[config.mk]
export PLATFORM = sky130hd
export DESIGN_NAME = keccak_rate_buffer
export DESIGN_NICKNAME = d
export VERILOG_FILES = /design/src/rtl/keccak_rate_buffer.sv
export SDC_FILE = /design/constraint.sdc
export NUM_CORES = 2
export LEC_CHECK = 0
export CORE_AREA = 2 2 556 558
export DETAILED_ROUTE_END_ITERATION = 6
export DIE_AREA = 0 0 558 560
export DONT_BUFFER_PORTS = 1
export GPL_TIMING_DRIVEN = 1
export SYNTH_ARGS = -nofsm -noshare
export SYNTH_HDL_FRONTEND = slang
export SYNTH_SLANG_ARGS = --single-unit
[constraint.sdc]
create_clock -name Clock -period 67.7 [get_ports Clock]
set_input_delay 13.54 -clock Clock [delete_from_list [all_inputs] [get_ports Clock]]
set_output_delay 13.54 -clock Clock [all_outputs]
set_load 0.01 [all_outputs]
[src/rtl/keccak_rate_buffer.sv]
// Keccak rate buffer: packs W-bit message words into a RATE_WORDS*W block
// for the permutation and serialises the squeezed digest back out in W-bit words.
//
// Ports:
//   Clock, Reset            rising-edge clock, async active-high reset
//   Din/Din_valid/Din_ready message word input handshake
//   Last_block              final-block flag, taken with the last word of a block
//   Block_out/Block_valid/Block_ready  assembled block to the permutation
//   Digest_in/Digest_valid  squeezed state from the permutation
//   Dout/Dout_valid/Dout_ready         digest word output handshake
module keccak_rate_buffer #(
  parameter int W          = 64,
  parameter int RATE_WORDS = 16,
  parameter int OUT_WORDS  = 4
) (
  input  logic                    Clock,
  input  logic                    Reset,
  input  logic [W-1:0]            Din,
  input  logic                    Din_valid,
  output logic                    Din_ready,
  input  logic                    Last_block,
  output logic [RATE_WORDS*W-1:0] Block_out,
  output logic                    Block_valid,
  input  logic                    Block_ready,
  input  logic [OUT_WORDS*W-1:0]  Digest_in,
  input  logic                    Digest_valid,
  output logic [W-1:0]            Dout,
  output logic                    Dout_valid,
  input  logic                    Dout_ready
);

  localparam int BW   = RATE_WORDS * W;
  localparam int DW   = OUT_WORDS * W;
  localparam int INW  = (RATE_WORDS > 1) ? $clog2(RATE_WORDS) : 1;
  localparam int OUTW = (OUT_WORDS > 1) ? $clog2(OUT_WORDS) : 1;

  localparam logic [INW-1:0]  IN_LAST  = INW'(RATE_WORDS - 1);
  localparam logic [OUTW-1:0] OUT_LAST = OUTW'(OUT_WORDS - 1);

  localparam logic [1:0] S_FILL  = 2'd0;
  localparam logic [1:0] S_FULL  = 2'd1;
  localparam logic [1:0] S_WAIT  = 2'd2;
  localparam logic [1:0] S_DRAIN = 2'd3;

  logic [1:0]      r_state;
  logic [BW-1:0]   r_data;
  logic [INW-1:0]  r_in_cnt;
  logic [OUTW-1:0] r_out_cnt;
  logic            r_last;

  logic [BW-1:0]   w_fill_data;
  logic [BW-1:0]   w_drain_data;
  logic            w_in_end;
  logic            w_out_end;

  // New word enters at the top; after a full block the first word
  // has walked down to the least significant lane.
  always_comb begin
    w_fill_data = r_data >> W;
    w_fill_data[BW-1 -: W] = Din;
  end

  assign w_drain_data = r_data >> W;
  assign w_in_end     = (r_in_cnt == IN_LAST);
  assign w_out_end    = (r_out_cnt == OUT_LAST);

  always_ff @(posedge Clock or posedge Reset) begin
    if (Reset) begin
      r_state   <= S_FILL;
      r_data    <= '0;
      r_in_cnt  <= '0;
      r_out_cnt <= '0;
      r_last    <= 1'b0;
    end else begin
      unique case (r_state)
        S_FILL: begin
          if (Din_valid) begin
            r_data <= w_fill_data;
            if (w_in_end) begin
              r_in_cnt <= '0;
              r_last   <= Last_block;
              r_state  <= S_FULL;
            end else begin
              r_in_cnt <= r_in_cnt + 1'b1;
            end
          end
        end
        S_FULL: begin
          if (Block_ready) begin
            r_state <= r_last ? S_WAIT : S_FILL;
          end
        end
        S_WAIT: begin
          // Only the low digest lanes are replaced; upper lanes are
          // don't-care while draining.
          if (Digest_valid) begin
            r_data[DW-1:0] <= Digest_in;
            r_out_cnt      <= '0;
            r_state        <= S_DRAIN;
          end
        end
        S_DRAIN: begin
          if (Dout_ready) begin
            r_data <= w_drain_data;
            if (w_out_end) begin
              r_out_cnt <= '0;
              r_last    <= 1'b0;
              r_state   <= S_FILL;
            end else begin
              r_out_cnt <= r_out_cnt + 1'b1;
            end
          end
        end
        default: r_state <= S_FILL;
      endcase
    end
  end

  assign Din_ready   = (r_state == S_FILL);
  assign Block_valid = (r_state == S_FULL);
  assign Dout_valid  = (r_state == S_DRAIN);
  assign Block_out   = r_data;
  assign Dout        = r_data[W-1:0];

endmodule

==> flow_summary.ini <==
[run_status]
outcome = completed

[timing]
period_needed_ps = 20130
fin_ws_ps = 47570
grt_setup_unrepaired = no
slew_violations = 0
achievable-frequency_mhz = 49.7
finalSetupViolations = 0
tightest_slew_ps = 1120
maxSlewHeadroom = 0.250
fin_worst_skew_ps = 49.1
hold_fails_final_rpt = 0
final.hold.worst_slack_ps = 536
min_period_over_period = 0.297
timing.setup.tns_ps = 0

[pwr]
leakage_power_figure_nw = 22.5
p_per_area_mw_per_mm2 = 60.4
p_total_mw = 3.04
ir_worst_vdd_mv = 0.0364

[placed_design]
dpl_worst_slack_ps = 46920
detailedPlacementHpwl_um = 190000
port-buffer-count = 0
placement.cell_area_mm2 = 0.0462
place_inst = 7040
gp_congestion = 0.897

[layout]
syn2layout_area_growth_pct = 18.6
fillerInstances = 33700
design.final.nets = 3372
layoutNonFillerInstCount = 7312
post_route_cells_drive_above_1_share = 0.285
postLayoutCellArea_mm2 = 0.0504
post-route-util = 0.164
multi_input_comb_area_mm2 = 0.0148
seqCellArea_mm2 = 0.0258

[worst_setup_path]
crit_path_top_delay_cell = buf_4
end_kind = flop
cpPeakStageDelay_ps = 970
critPathLaunchType = primary input
reg2reg_depth = 10
largest_fanout_on_the_critical_path = 115
timing.critical_path.cells = nor3b_2 -> buf_4 -> a21oi_4 -> buf_12 -> buf_4 -> buf_4 -> buf_4 -> buf_4 -> buf_4 -> buf_4 -> mux2_4
critical_path_class = in -> reg
critical_path_arrival_ps = 20860
reg2reg_setup_slack_ps = 59560
critical-path-top-cell-by-count = buf_4
cp.required_ps = 68440

[routing]
drt-vias-per-instance = 3.65
via_count = 26700
drt_first_pass_iters = 6
dr.first_iter.drc_count = 2191
final_antenna_net_count = 0
post-route-drc-count = 0
wl_per_cell_um = 31.0
route.final.wire_length_um = 227000

[logic_synthesis]
synth_simple_gate_area_frac = 0.0700
mappedNetlistArea_mm2 = 0.0425
post_synth_mux_area_share = 0.223
synth-xor-area-share = 0.000206
post-synth-top-count-cell = dfrtp_1
netlist_instances = 3145
synth-compound-area-share = 0.0540
seq_area_frac_synth = 0.608
number_of_enable_flip_flop_cells_after_synthesis = 0
netlist-cell-type-count = 35
yosys.area.top_type = dfrtp_1
most_common_library_cells_after_synthesis = 1033 x dfrtp_1, 515 x nand2_1, 400 x mux2_4
postSynth.topFlopCell = dfrtp_1
main_combinational_cell_family_by_area_after_synthesis = multiplexers
synth_nets = 3474
post_synth_fa_ha_maj_area_fraction = 0.000589
synthesis.yosys.warnings = 0
postSynthAreaPerCell_um2 = 13.5
yosys_reg_bits = 1033
synthArstFlopShare = 1.00
post-synth-top-area-fraction = 0.608
ys_top_cells_by_area = dfrtp_1 61%, mux2_4 14%, mux2_2 6.6%

[cts]
clkLatencyLatePin_ps = 860
postCtsHoldBufs = 0
post_cts.resized_instances = 0
cts_num_sinks = 1033
cts_post_setup_buffers_inserted = 0
cts_inserted_buffers = 121
htreeDepth = 3
ctsLongestPathBuffers = 4
tritoncts_clock_tree = done
clk_pin_slew_ps = 60
root_buffer = clkbuf_16

[grt]
first_pass_grt_wire_length_um = 284000
grt_max_degree = 211
first_global_vias = 25800
antenna_violations_before_repair = 176
gr-usage-all-layers = 0.138
grt-ovfl-total = 0

[worst_hold_path]
min_path_type = reg -> reg
whs_path_depth = 1

[floorplanning]
floorplan.die.height_um = 560
design.portCount = 1418
die_w_um = 558
fp.coreArea_mm2 = 0.307
start_util = 0.138
die_area_mm2 = 0.312
placement_rows = 204

[flow_run]
max_cap_violations = 0
## final timing paths
path                              from             end
max in group asynchronous        Reset  Block_out[570]
min                        r_in_cnt[3]     r_in_cnt[3]
max                          Din_valid  Block_out[847]
min in group asynchronous        Reset  Block_out[159]
max reg2reg                 r_state[0]  Block_out[847]
min reg2reg                r_in_cnt[3]     r_in_cnt[3]
## where the power goes
part,internal [mW],leakage [nW],switching (mW),total (mW)
Sequential,0.879,13.1,0.701,1.58
Combinational,0.397,7.45,0.393,0.790
Clock,0.386,1.95,0.287,0.674
## logic make-up (layout without fill, tap and decap cells)
group / after synthesis / count (layout)
buffers and inverters: 278 / 264
adders and majority gates: 2 / 2
other: 0 / 61
muxes: 707 / 707
xor gates and xnor gates: 1 / 1
AOI/OAI and AO/OA: 339 / 339
DFF: 1033 / 1033
and+or+nand+nor: 785 / 785
## final cells by class
type	count	area share
diodes	61	0.00303
inverters	5	0.000521
flip-flops and latches	1033	0.513
repair buffers	48	0.00814
well taps	4120	0.102
clock inverters	47	0.0117
clock buffers	164	0.0675
multi-input cells	1834	0.294
## flip-flops by register name, indices dropped and copies added (netlist names), named ones only
register and count:
Block_out 1024, r_in_cnt 4, r_out_cnt 2, r_last 1
r_state 1
## cell usage in the layout (no fill, tap or decap), types with 3 or more instances in the layout
master      count
inv_1           4
o21ai_0         5
dfrtp_1      1033
nor2_1        257
mux2_1         56
buf_12          4
clkbuf_8       21
clkinv_4        6
clkinvlp_4      6
inv_6           7
clkinv_2       13
a21oi_1         4
clkbuf_1       22
mux2_4        400
a31oi_1       257
buf_4          44
inv_8           4
nand3_1         3
a22o_1         66
mux2_2        250
diode_2        61
inv_16          3
clkbuf_16     121
nand2_1       515
bufinv_16       9
## metal layers
metal	vias up	global-route usage	part of all wire
li1	10800	-	-
met1	13600	0.154	0.39
met2	1802	0.201	0.42
met3	435	0.0892	0.14
met4	98	0.0677	0.051
met5	-	0	0.0029
## critical path, delay by kind of cell
family | cells | cell delay (ps)
compound gates | 1 | 190
buf+inv | 8 | 6060
mux | 1 | 360
simple gates | 1 | 130
No activity file was read; power rests on OpenSTA's default activity.
